<file path="config.mk">
export PLATFORM = sky130hd
export DESIGN_NAME = hier_node_seq
export DESIGN_NICKNAME = d
export VERILOG_FILES = /design/src/rtl/hier_node_pkg.sv /design/src/rtl/hier_tmo_cnt.sv /design/src/rtl/hier_node_seq.sv
export SDC_FILE = /design/constraint.sdc
export NUM_CORES = 1
export LEC_CHECK = 0
export ABC_AREA = 0
export BUFFER_PORTS_ARGS = -buffer_cell sky130_fd_sc_hd__clkbuf_2
export CAP_MARGIN = 20
export CORE_ASPECT_RATIO = 0.9
export CORE_MARGIN = 8
export CORE_UTILIZATION = 56
export DETAILED_ROUTE_END_ITERATION = 10
export GPL_TIMING_DRIVEN = 0
export PLACE_DENSITY_LB_ADDON = 0.2
export SYNTH_ARGS = -nofsm -noshare
export SYNTH_HDL_FRONTEND = slang
export SYNTH_HIERARCHICAL = 1
export SYNTH_SLANG_ARGS = --single-unit
</file>
<file path="constraint.sdc">
create_clock -name clk -period 2.9 [get_ports clk]
set_clock_uncertainty 0.2 [all_clocks]
set_input_delay 0.145 -clock clk [delete_from_list [all_inputs] [get_ports clk]]
set_output_delay 0.145 -clock clk [all_outputs]
set_load 0.01 [all_outputs]
</file>
<file path="src/rtl/hier_node_pkg.sv">
// Shared types for the hierarchical node sequencer.
// Latency: n/a (types and constants only).
// Backpressure: n/a.
package hier_node_pkg;

    // Sequencer FSM states
    typedef enum logic [2:0] {
        ST_IDLE      = 3'd0,
        ST_SEQ_START = 3'd1,
        ST_SEQ_WAIT  = 3'd2,
        ST_PAR_WAIT  = 3'd3,
        ST_DONE      = 3'd4
    } state_t;

    // Run mode encoding as seen on mode_i
    localparam logic MODE_SEQ = 1'b0;
    localparam logic MODE_PAR = 1'b1;

endpackage

</file>
<file path="src/rtl/hier_tmo_cnt.sv">
// Per-wait timeout counter: counts enabled cycles, flags the last allowed one.
// Latency: expire is combinational from the count; clear/increment take effect next cycle.
// Backpressure: none; saturates at all-ones instead of wrapping.
// Ports: clk/rst, clr (synchronous clear, wins over en), en (count this cycle),
//        limit (0 = never expire), expire (this enabled cycle is wait number 'limit').
module hier_tmo_cnt
    import hier_node_pkg::*;
#(
    parameter int TMO_W = 8
) (
    input  logic             clk,
    input  logic             rst,
    input  logic             clr,
    input  logic             en,
    input  logic [TMO_W-1:0] limit,
    output logic             expire
);

    logic [TMO_W-1:0] cnt;

    always_ff @(posedge clk or posedge rst) begin
        if (rst) begin
            cnt <= '0;
        end else if (clr) begin
            cnt <= '0;
        end else if (en && (cnt != '1)) begin
            cnt <= cnt + 1'b1;
        end
    end

    // cnt holds the number of wait cycles already elapsed, so the current
    // wait cycle is number cnt+1; compare one bit wider so all-ones is safe.
    assign expire = (limit != '0) &&
                    (({1'b0, cnt} + (TMO_W+1)'(1)) == {1'b0, limit});

endmodule

</file>
<file path="src/rtl/hier_node_seq.sv">
// Node sequencer: starts child instances one-by-one or all at once and collects completions.
// Latency: first child start 1 cycle after accepted start_i; done_o 1 cycle after the final event.
// Backpressure: start_i ignored while busy; child waits bounded by the latched timeout.
// Ports: start_i/mode_i/tmo_i run request, child_start_o/child_done_i child handshake,
//        busy_o/done_o/err_o/done_mask_o run status, cur_idx_o child currently sequenced.
module hier_node_seq
    import hier_node_pkg::*;
#(
    parameter int NUM_CHILD = 5,
    parameter int TMO_W     = 8
) (
    input  logic                       clk,
    input  logic                       rst,
    input  logic                       start_i,
    input  logic                       mode_i,
    input  logic [TMO_W-1:0]           tmo_i,
    output logic [NUM_CHILD-1:0]       child_start_o,
    input  logic [NUM_CHILD-1:0]       child_done_i,
    output logic                       busy_o,
    output logic                       done_o,
    output logic                       err_o,
    output logic [NUM_CHILD-1:0]       done_mask_o,
    output logic [$clog2(NUM_CHILD):0] cur_idx_o
);

    localparam int IDX_W = $clog2(NUM_CHILD) + 1;

    state_t               state, state_n;
    logic [IDX_W-1:0]     idx, idx_n;
    logic [TMO_W-1:0]     tmo_q, tmo_n;
    logic [NUM_CHILD-1:0] mask_n;
    logic                 err_n;
    // First PAR_WAIT cycle: the broadcast start cycle, treated like SEQ_START
    // (no done sampling, no wait counted) so one-child runs look identical in both modes.
    logic                 par_first, par_first_n;
    logic [NUM_CHILD-1:0] sel;
    logic                 cur_done, last, cnt_clr, cnt_en, expire;

    assign sel      = NUM_CHILD'(1) << idx;
    assign cur_done = |(child_done_i & sel);
    assign last     = (idx == IDX_W'(NUM_CHILD - 1));

    assign cnt_clr = ((state == ST_IDLE) && start_i) || (state == ST_SEQ_START) ||
                     ((state == ST_PAR_WAIT) && par_first);
    assign cnt_en  = (state == ST_SEQ_WAIT) || ((state == ST_PAR_WAIT) && !par_first);

    hier_tmo_cnt #(.TMO_W(TMO_W)) u_tmo (
        .clk    (clk),
        .rst    (rst),
        .clr    (cnt_clr),
        .en     (cnt_en),
        .limit  (tmo_q),
        .expire (expire)
    );

    always_comb begin
        state_n     = state;
        idx_n       = idx;
        tmo_n       = tmo_q;
        mask_n      = done_mask_o;
        err_n       = err_o;
        par_first_n = 1'b0;
        case (state)
            ST_IDLE: begin
                if (start_i) begin
                    tmo_n  = tmo_i;
                    mask_n = '0;
                    err_n  = 1'b0;
                    idx_n  = '0;
                    if (mode_i == MODE_PAR) begin
                        state_n     = ST_PAR_WAIT;
                        par_first_n = 1'b1;
                    end else begin
                        state_n = ST_SEQ_START;
                    end
                end
            end
            ST_SEQ_START: state_n = ST_SEQ_WAIT;
            ST_SEQ_WAIT: begin
                // Completion beats a coincident timeout.
                if (cur_done || expire) begin
                    if (cur_done) mask_n = done_mask_o | sel;
                    else          err_n  = 1'b1;
                    if (last) begin
                        state_n = ST_DONE;
                    end else begin
                        idx_n   = idx + IDX_W'(1);
                        state_n = ST_SEQ_START;
                    end
                end
            end
            ST_PAR_WAIT: begin
                if (!par_first) begin
                    mask_n = done_mask_o | child_done_i;
                    if (&mask_n) begin
                        state_n = ST_DONE;
                    end else if (expire) begin
                        err_n   = 1'b1;
                        state_n = ST_DONE;
                    end
                end
            end
            ST_DONE: state_n = ST_IDLE;
            default: state_n = ST_IDLE;
        endcase
    end

    always_ff @(posedge clk or posedge rst) begin
        if (rst) begin
            state       <= ST_IDLE;
            idx         <= '0;
            tmo_q       <= '0;
            done_mask_o <= '0;
            err_o       <= 1'b0;
            par_first   <= 1'b0;
        end else begin
            state       <= state_n;
            idx         <= idx_n;
            tmo_q       <= tmo_n;
            done_mask_o <= mask_n;
            err_o       <= err_n;
            par_first   <= par_first_n;
        end
    end

    always_comb begin
        child_start_o = '0;
        if (state == ST_SEQ_START)                   child_start_o = sel;
        else if ((state == ST_PAR_WAIT) && par_first) child_start_o = '1;
    end

    assign busy_o    = (state != ST_IDLE);
    assign done_o    = (state == ST_DONE);
    assign cur_idx_o = ((state == ST_SEQ_START) || (state == ST_SEQ_WAIT)) ? idx : '0;

endmodule

</file>
# Word level (Yosys, flattened, before mapping)
# Cells that the tools add are included.
[word_totals] out_inout_bits=17 wordCells=86 inputBits=17 reg_bits=30
[op_classes] mux=32 shift=1 n_reduce_logical=24 n_bitwise=3 eq_ne=16 n_addsub=3
[op_table] cell="$mux W5" n=6
[op_table] cell="$mux W3" n=6
[op_table] cell="$mux W4" n=4
[op_table] cell="$mux W8" n=2
[op_table] cell="$pmux W5 S3" n=1
[op_table] cell="$ne A2 B2 Y1 const B" n=7
[op_table] cell="$pmux W3 S4" n=1
[op_table] cell="$or A5 B5 Y5" n=2
[op_table] cell="$reduce_and A5 Y1" n=2
[op_table] cell="$add A8 B1 Y9 const B" n=1
[op_table] cell="$eq A9 B8 Y1" n=1
[op_table] cell="$mux W1" n=9
[op_table] cell="$add A8 B1 Y8 const B" n=1
[op_table] cell="$ne A8 B8 Y1 const B" n=1
[op_table] cell="$pmux W4 S2" n=1
[op_table] cell="$reduce_and A4 Y1" n=2
[op_table] cell="$reduce_bool A8 Y1" n=1
[op_table] cell="$reduce_and A7 Y1" n=1
[op_table] cell="$eq A3 B2 Y1 const B" n=2
[op_table] cell="$reduce_bool A3 Y1" n=2
[op_table] cell="$and A5 B5 Y5" n=1
[op_table] cell="$logic_and A1 B1 Y1" n=5
[op_table] cell="$logic_or A1 B1 Y1" n=5
[op_table] cell="$reduce_or A5 Y1" n=1
[op_table] cell="13 further kinds" n=14

# Depth between registers and ports, before layout
# Gate-level depths: netlist of the first run.
[logic_depth] word_depth=7 mapped_depth=11 depth_no_buf=11

# By module
# The synthesis of the first run kept the hierarchy.
[by_module_without_submodules] mod="hier_node_seq" n_inst=1 seq_area_each_um2=550.5 cells_each=158 area_per_inst_um2=1322.5
[by_module_without_submodules] mod="hier_tmo_cnt" n_inst=1 seq_area_each_um2=200.2 cells_each=70 area_per_inst_um2=613.1

# Worst setup path after synthesis of the first run
# OpenSTA, ideal clock, no wires.
[synth_path] kind="reg-to-reg" from="register u_tmo.cnt[0]" to="register idx[3]" path_buffers=0 path_slack_ps=214 setup_time_ps=82 required_time_ps=2618 stages_incl_launch_ff=12 arrival_time_ps=2404 synth_period_minus_slack_ps=2686 cell_sequence="dfrtp_1 > ha_1 > nand4_1 > xnor2_1 > nand2_1 > mux2_4 > nor4_2 > nor2b_1 > nor3_2 > o21ai_1 > o21a_1 > a31oi_1"
[synth_via] elab_chain_cells=6
[synth_rtl] item="start, declared" line_no="hier_tmo_cnt.sv:19" rtl="logic [TMO_W-1:0] cnt;"
[synth_rtl] item="start signal, assigned" line_no="hier_tmo_cnt.sv:27" rtl="cnt <= cnt + 1'b1;"
[synth_rtl] item="$add A8 B1 Y9" line_no="hier_tmo_cnt.sv:34" rtl="(({1'b0, cnt} + (TMO_W+1)'(1)) == {1'b0, limit});"
[synth_rtl] item="$eq A9 B8 Y1" line_no="hier_tmo_cnt.sv:34"
[synth_rtl] item="$logic_and A1 B1 Y1" line_no="hier_tmo_cnt.sv:33" rtl="assign expire = (limit != '0) &&"
[synth_rtl] item="via expire" line_no="hier_node_seq.sv:37" rtl="logic cur_done, last, cnt_clr, cnt_en, expire;"
[synth_rtl] item="$logic_or A1 B1 Y1" line_no="hier_node_seq.sv:81" rtl="if (cur_done || expire) begin"
[synth_rtl] item="$ne A2 B1 Y1 (no source line)"
[synth_rtl] item="$reduce_and A4 Y1 (no source line)"
[synth_rtl] item="end signal, assigned" line_no="hier_node_seq.sv:118" rtl="idx <= idx_n;"
[synth_rtl] item="end, declared" line_no="hier_node_seq.sv:29" rtl="logic [IDX_W-1:0] idx, idx_n;"
# The timed path passes the listed nets, and every way through them passes these cells.
# A chain may end at the register's enable or synchronous reset.

# Worst setup path in the final report of the first run
# Ends and elaborated chain as after synthesis.

==> results of run 1 <==
worst register-to-register path, cell delays in order, from the launching register on:
cell and delay, ns:
dfrtp_2 0.42, ha_2 0.25, nand4_1 0.17, xnor2_1 0.23
nand2_1 0.08, mux2_4 0.29, nor4_4 0.35, nor2b_1 0.10
nor3_2 0.11, o21ai_1 0.14, o21a_1 0.20, a31oi_1 0.14
cells by family (layout without fill, tap and decap cells):
family,after synthesis,after routing,synth area share (%)
AO/OA/AOI/OAI,47,47,16.5
multiplexers,3,3,1.87
XOR/XNOR,16,16,7.24
adder cells (fa/ha/maj),6,6,3.88
AND/OR/NAND/NOR,111,111,28.7
buffers and inverters,15,72,2.97
flip-flops,30,30,38.8
timing repair:
item	4_1_cts	5_1_grt
buffers inserted	2	1
pin swaps	1	2
endpoints found under the hold margin	42	0
gates resized for setup	2	2
setup endpoints to repair	7	7
hold buffers	13	0
cloned	0	0
sequential cells by signal, summed over array words and instances, names as in the netlist:
| name | flops |
|---|---|
| err_o | 1 |
| u_tmo/cnt | 8 |
| tmo_q | 8 |
| idx | 4 |
| done_mask_o | 5 |
| par_first | 1 |
| state | 3 |
placed cells by master, fill, tap and decap left out, types with 2 or more instances in the layout:
cell / synthesis / layout
nor3_1: 9 / 9
and3_1: 2 / 2
dlygate4sd3_1: 0 / 13
ha_1: 6 / 5
xor2_1: 5 / 5
buf_4: 0 / 3
nand2b_1: 5 / 5
nand4_1: 4 / 4
dfrtp_1: 30 / 28
o22ai_1: 2 / 2
o31ai_1: 2 / 2
o21a_1: 2 / 2
o21ai_0: 4 / 4
nor2b_1: 5 / 5
a22oi_1: 3 / 3
xnor2_1: 11 / 11
clkbuf_2: 0 / 33
inv_1: 9 / 9
nor2_1: 20 / 20
nor3_2: 2 / 2
clkbuf_1: 2 / 3
o21ai_2: 2 / 2
nand2_1: 44 / 44
nor3b_1: 3 / 3
a31oi_1: 2 / 2
o21ai_1: 8 / 8
a21oi_1: 12 / 12
clkbuf_8: 0 / 6
buf_1: 3 / 3
nand3_1: 5 / 5
dfrtp_2: 0 / 2
power breakdown:
part           total [W]  internal [W]  switching, W
combinational    0.00121      0.000481      0.000726
clock           0.000345      0.000191      0.000154
sequential      0.000722      0.000564      0.000158
stage by stage:
stage | setup slack [ns] | hold WS, ns | utilization [%]
2_1_floorplan | 0.214 | -0.239 | -
3_3_place_gp | -0.188 | -0.108 | 64.3
3_5_place_dp | -0.213 | -0.104 | 64.3
4_1_cts | 0.0157 | 0.000709 | 71.7
5_1_grt | 0.0113 | 0.0436 | 72.0
6_report | 0.132 | 0.0132 | 72.0
final timing paths:
kind	slack [ns]	to	cells after the start
max	0.13	idx[3]$_DFFE_PP0P_	11
min	0.01	done_mask_o[0]$_DFFE_PP0P_	3
max reg2reg	0.13	idx[3]$_DFFE_PP0P_	11
min reg2reg	0.29	err_o$_DFFE_PP0P_	2
max in group asynchronous	1.63	idx[1]$_DFFE_PP0P_	3
min in group asynchronous	0.14	u_tmo/cnt[3]$_DFFE_PP0P_	3
final cells by class:
cell class                 count  area [sq um]  share of cell area, %
tap                           44          55.1                   2.28
multi-input combinational    183          1140                   47.2
clock inverter                 1          5.00                  0.207
sequential                    30           753                   31.2
clock buffer                   7          86.3                   3.58
buffer                         6          23.8                  0.985
timing repair buffer          49           318                   13.2
inverter                       9          33.8                   1.40
per-layer routing:
metal,track usage [%],up-vias,part of all wire [%]
li1,-,914,-
met1,25.1,861,49
met2,25.3,51,44
met3,4.75,11,5.0
met4,8.62,0,2.2
met5,0,-,0
==> flow_summary.toml, run 1 <==
[placement]
gp_congestion = 0.864
dp_hpwl_um = 3460
dp_cells = 305
io_buffers = 33
post_dp_cell_area_sq_um = 2160

[power_and_ir_drop]
leakage_nw = 1.10
peakVddDrop_mv = 0.635
power_density_nw_per_um2 = 942
fin_total_pwr_w = 0.00227

[cells_and_area]
drive_gt1_share_pct = 21.4
fin_nets = 307
layout.cells.non_filler = 329
antennaDiodeCount = 0
fillers = 272
area_growth_pct = 24.7
final_area_sq_um = 2410

[synthesis]
synth_async_sr_flop_share_pct = 100
synth_top_cells_by_count = "nand2_1, dfrtp_1, nor2_1, a21oi_1, xnor2_1"
synth_edf_count = 0
synth_area_per_cell_sq_um = 8.49
synth_fp_nets = 251
yosysUniqueCellTypes = 52
yosys.area.top_type = "dfrtp_1"
yosysWarnings = 6
synth_seq_cells = 30
synth_flop_cell = "dfrtp_1"
synth_top_cells_by_area = "dfrtp_1, nand2_1, xnor2_1"
synth_most_common_cell = "nand2_1"
synth_top_area_share_pct = 38.8
synth_seq_area_share_pct = 38.8
syn_inst = 228
synth_area_sq_um = 1940

[sta]
period_needed_ns = 2.77
rsz0062_at_grt = "false"
slew_violations = 0
finalSetupViolations = 0
worstMarginPinSlew_ns = 0.823
setup_tns_ns = 0
maxSlewHeadroom_pct = 45.0
clock.fmax_ghz = 0.361
min_period_over_period_pct = 95.4
hold_viol_final = 0

[clock_network]
clockBufferDepth = 2
cts_buffers = 5
cts_tree = "yes"
clock_latency_ns = 0.29
cts.sinks = 30
path_clk_slew_ns = 0.06
cts.htree.levels = 2
cts_root_buffer = "clkbuf_8"

[setup_path]
timing.rr.start = "u_tmo/cnt[0]$_DFFE_PP0P_"
cp_max_fo = 6
crit_chain = "ha_2 > nand4_1 > xnor2_1 > nand2_1 > mux2_4 > nor4_4 > nor2b_1 > nor3_2 > o21ai_1 > o21a_1 > a31oi_1"
end_kind = "flip-flop"
cp.arrival_ns = 2.77
worst_ep_required_time_ns = 2.90
crit_type = "flip-flop to flip-flop"
startpoint = "u_tmo/cnt[0]$_DFFE_PP0P_"
path_delay_family = "simple AND/OR/NAND/NOR gates"
max_stage_delay_ns = 0.42
startpoint_type = "flip-flop"
cp_num_buf_inv = 0
critPathSlowestCell = "dfrtp_2"

[grt]
grt_util_all_layers_pct = 18.1
grt_pass1_wl_um = 8130
grt_overflow_total = 0
grt_pass1_vias = 1739
grt_start_max_net_pins = 23
antenna_found_initial = 0

[floorplanning]
die_x_um = 78.0
initial_core_util_pct = 57.7
die-area_sq_um = 5600
coreArea_sq_um = 3350
pin_count = 34
rows = 20
die_h_um = 71.8

[detailed_routing]
wirelength_um = 4760
dr.pass1.iters = 4
vias = 1837
via_per_inst = 5.58
wl_per_cell_um = 14.5
drtIter0Drc = 137
detail-route-antenna-nets = 0
drc = 0

[worst_hold_path]
hold_start = "child_done_i[0]"
hold_class = "primary input to flip-flop"

[outcome]
outcome = "completed"

[run]
drv_cap = 0
No activity file was read; power rests on OpenSTA's default activity.
==> inputs of run 2 (changes only) <==
MAX_ROUTING_LAYER = met4   (was not set)
==> run 2 against run 1 <==
Effect of this change: final cell count did not move; routed wire length rose by 0.50%; setup slack got worse by 0.0049 ns; flip-flop and latch count did not move; die area did not move; global-route usage rose by 0.44 points; sequential share of layout area did not move; fmax fell by 0.18%; power barely moved; critical endpoint unchanged.
==> flow_summary.toml, run 2 (synthesized netlist as in run 1, its figures left out) <==
[outcome]
outcome = "completed"

[placement]
io_buffers = 33
place_ws_ns = -0.213
gp_congestion = 0.878
post_dp_cell_area_sq_um = 2160
dp_hpwl_um = 3460
dp_cells = 305

[grt]
grt_overflow_total = 0
grt_pass1_vias = 1741
grt_pass1_wl_um = 8110
grt_start_max_net_pins = 23
antenna_found_initial = 0
grt_util_all_layers_pct = 18.5

[clock_network]
cts.htree.levels = 2
cts_root_buffer = "clkbuf_8"
cts.sinks = 30
cts_buffers = 5
cts_tree = "yes"
clock_latency_ns = 0.28
path_clk_slew_ns = 0.06
clockBufferDepth = 2

[floorplanning]
die_x_um = 78.0
coreArea_sq_um = 3350
die-area_sq_um = 5600
pin_count = 34
initial_core_util_pct = 57.7
die_h_um = 71.8
rows = 20

[setup_path]
crit_type = "flip-flop to flip-flop"
worst_ep_required_time_ns = 2.90
cp_max_fo = 6
r2r_cells = 11
cp.arrival_ns = 2.77
end_kind = "flip-flop"
startpoint_type = "flip-flop"

[worst_hold_path]
holdPathStages = 3
hold_class = "primary input to flip-flop"

[detailed_routing]
drtIter0Drc = 130
via_per_inst = 5.60
wl_per_cell_um = 14.5
vias = 1841
dr.pass1.iters = 4
wirelength_um = 4780
drc = 0
detail-route-antenna-nets = 0

[power_and_ir_drop]
power_frac_comb_pct = 53.2
sw_frac_of_total_pct = 45.6
p_int_w = 0.00124
p_seq_share_pct = 31.7
peakVddDrop_mv = 0.633
power_density_nw_per_um2 = 941
leakage_nw = 1.10
p_clk_share_pct = 15.1
fin_total_pwr_w = 0.00227
netSwitchingPower_w = 0.00104

[cells_and_area]
top_regs = "tmo_q (8), u_tmo/cnt (8), done_mask_o (5)"
antennaDiodeCount = 0
fin_nets = 307
final_common_cell = "nand2_1"
final_cell_mix = "nand2_1, clkbuf_2, dfrtp_1, nor2_1, dlygate4sd3_1"
layout.cells.non_filler = 329
drive_gt1_share_pct = 21.4
final_area_sq_um = 2410
area_growth_pct = 24.7

[sta]
finalSetupViolations = 0
clock.fmax_ghz = 0.361
maxSlewHeadroom_pct = 44.9
fin_ws_ns = 0.128
rsz0062_at_grt = "false"
min_period_over_period_pct = 95.6
period_needed_ns = 2.77
slew_violations = 0
hold_viol_final = 0
worstMarginPinSlew_ns = 0.826

[run]
drv_cap = 0
-- run 2: final cells by class --
cell class,instances,area [sq um]
clock buffers,7,86.3
flip-flops and latches,30,753
inverters,9,33.8
multi-input cells,183,1140
plain buffers,6,23.8
well taps,44,55.1
clock inverters,1,5.00
fillers,272,940
repair buffers,49,318
-- run 2: critical path: stages (launching register included) --
cell,delay (ns)
dfrtp_2,0.42
ha_2,0.24
nand4_1,0.17
xnor2_1,0.23
nand2_1,0.09
mux2_4,0.29
nor4_4,0.35
nor2b_1,0.10
nor3_2,0.11
o21ai_1,0.14
o21a_1,0.20
a31oi_1,0.14
-- run 2: routing by layer --
metal	share of wire, %	track usage, %	vias to the layer above
li1	-	-	910
met1	48	24.9	864
met2	44	25.4	56
met3	5.3	4.63	11
met4	2.2	8.62	0
met5	0	-	-
-- run 2: through the flow --
step	setup TNS (ns)	util, %	hold slack, ns
floorplan	0	-	-0.239
global placement	-0.583	64.3	-0.108
detailed placement	-0.764	64.3	-0.104
CTS	0	71.7	0.000709
global route	0	72.0	0.0436
finish	0	72.0	0.0138
-- run 2: worst paths after layout --
kind	slack, ns	to	startpoint
max	0.13	idx[3]$_DFFE_PP0P_	u_tmo/cnt[0]$_DFFE_PP0P_
min	0.01	done_mask_o[0]$_DFFE_PP0P_	child_done_i[0]
max reg2reg	0.13	idx[3]$_DFFE_PP0P_	u_tmo/cnt[0]$_DFFE_PP0P_
min reg2reg	0.29	err_o$_DFFE_PP0P_	err_o$_DFFE_PP0P_
max in group asynchronous	1.62	idx[1]$_DFFE_PP0P_	rst
min in group asynchronous	0.13	u_tmo/cnt[3]$_DFFE_PP0P_	rst
-- run 2: repair_timing --
| item | CTS | global route |
|---|---|---|
| setup endpoints to repair | 7 | 7 |
| hold buffers | 13 | 0 |
| buffers inserted | 2 | 1 |
| pin swaps | 1 | 2 |
| hold endpoints to repair | 42 | 0 |
| resized for setup | 2 | 2 |
-- run 2: power by group through the flow --
stage	logic [W]	clock network [W]	registers, W
finish	0.00121	0.000344	0.000721
detailed placement	0.00115	0	0.000723
CTS	0.00119	0.000349	0.000715
floorplan	0.000864	0	0.000702
global placement	0.00113	0	0.000715
global route	0.00136	0.000366	0.000744
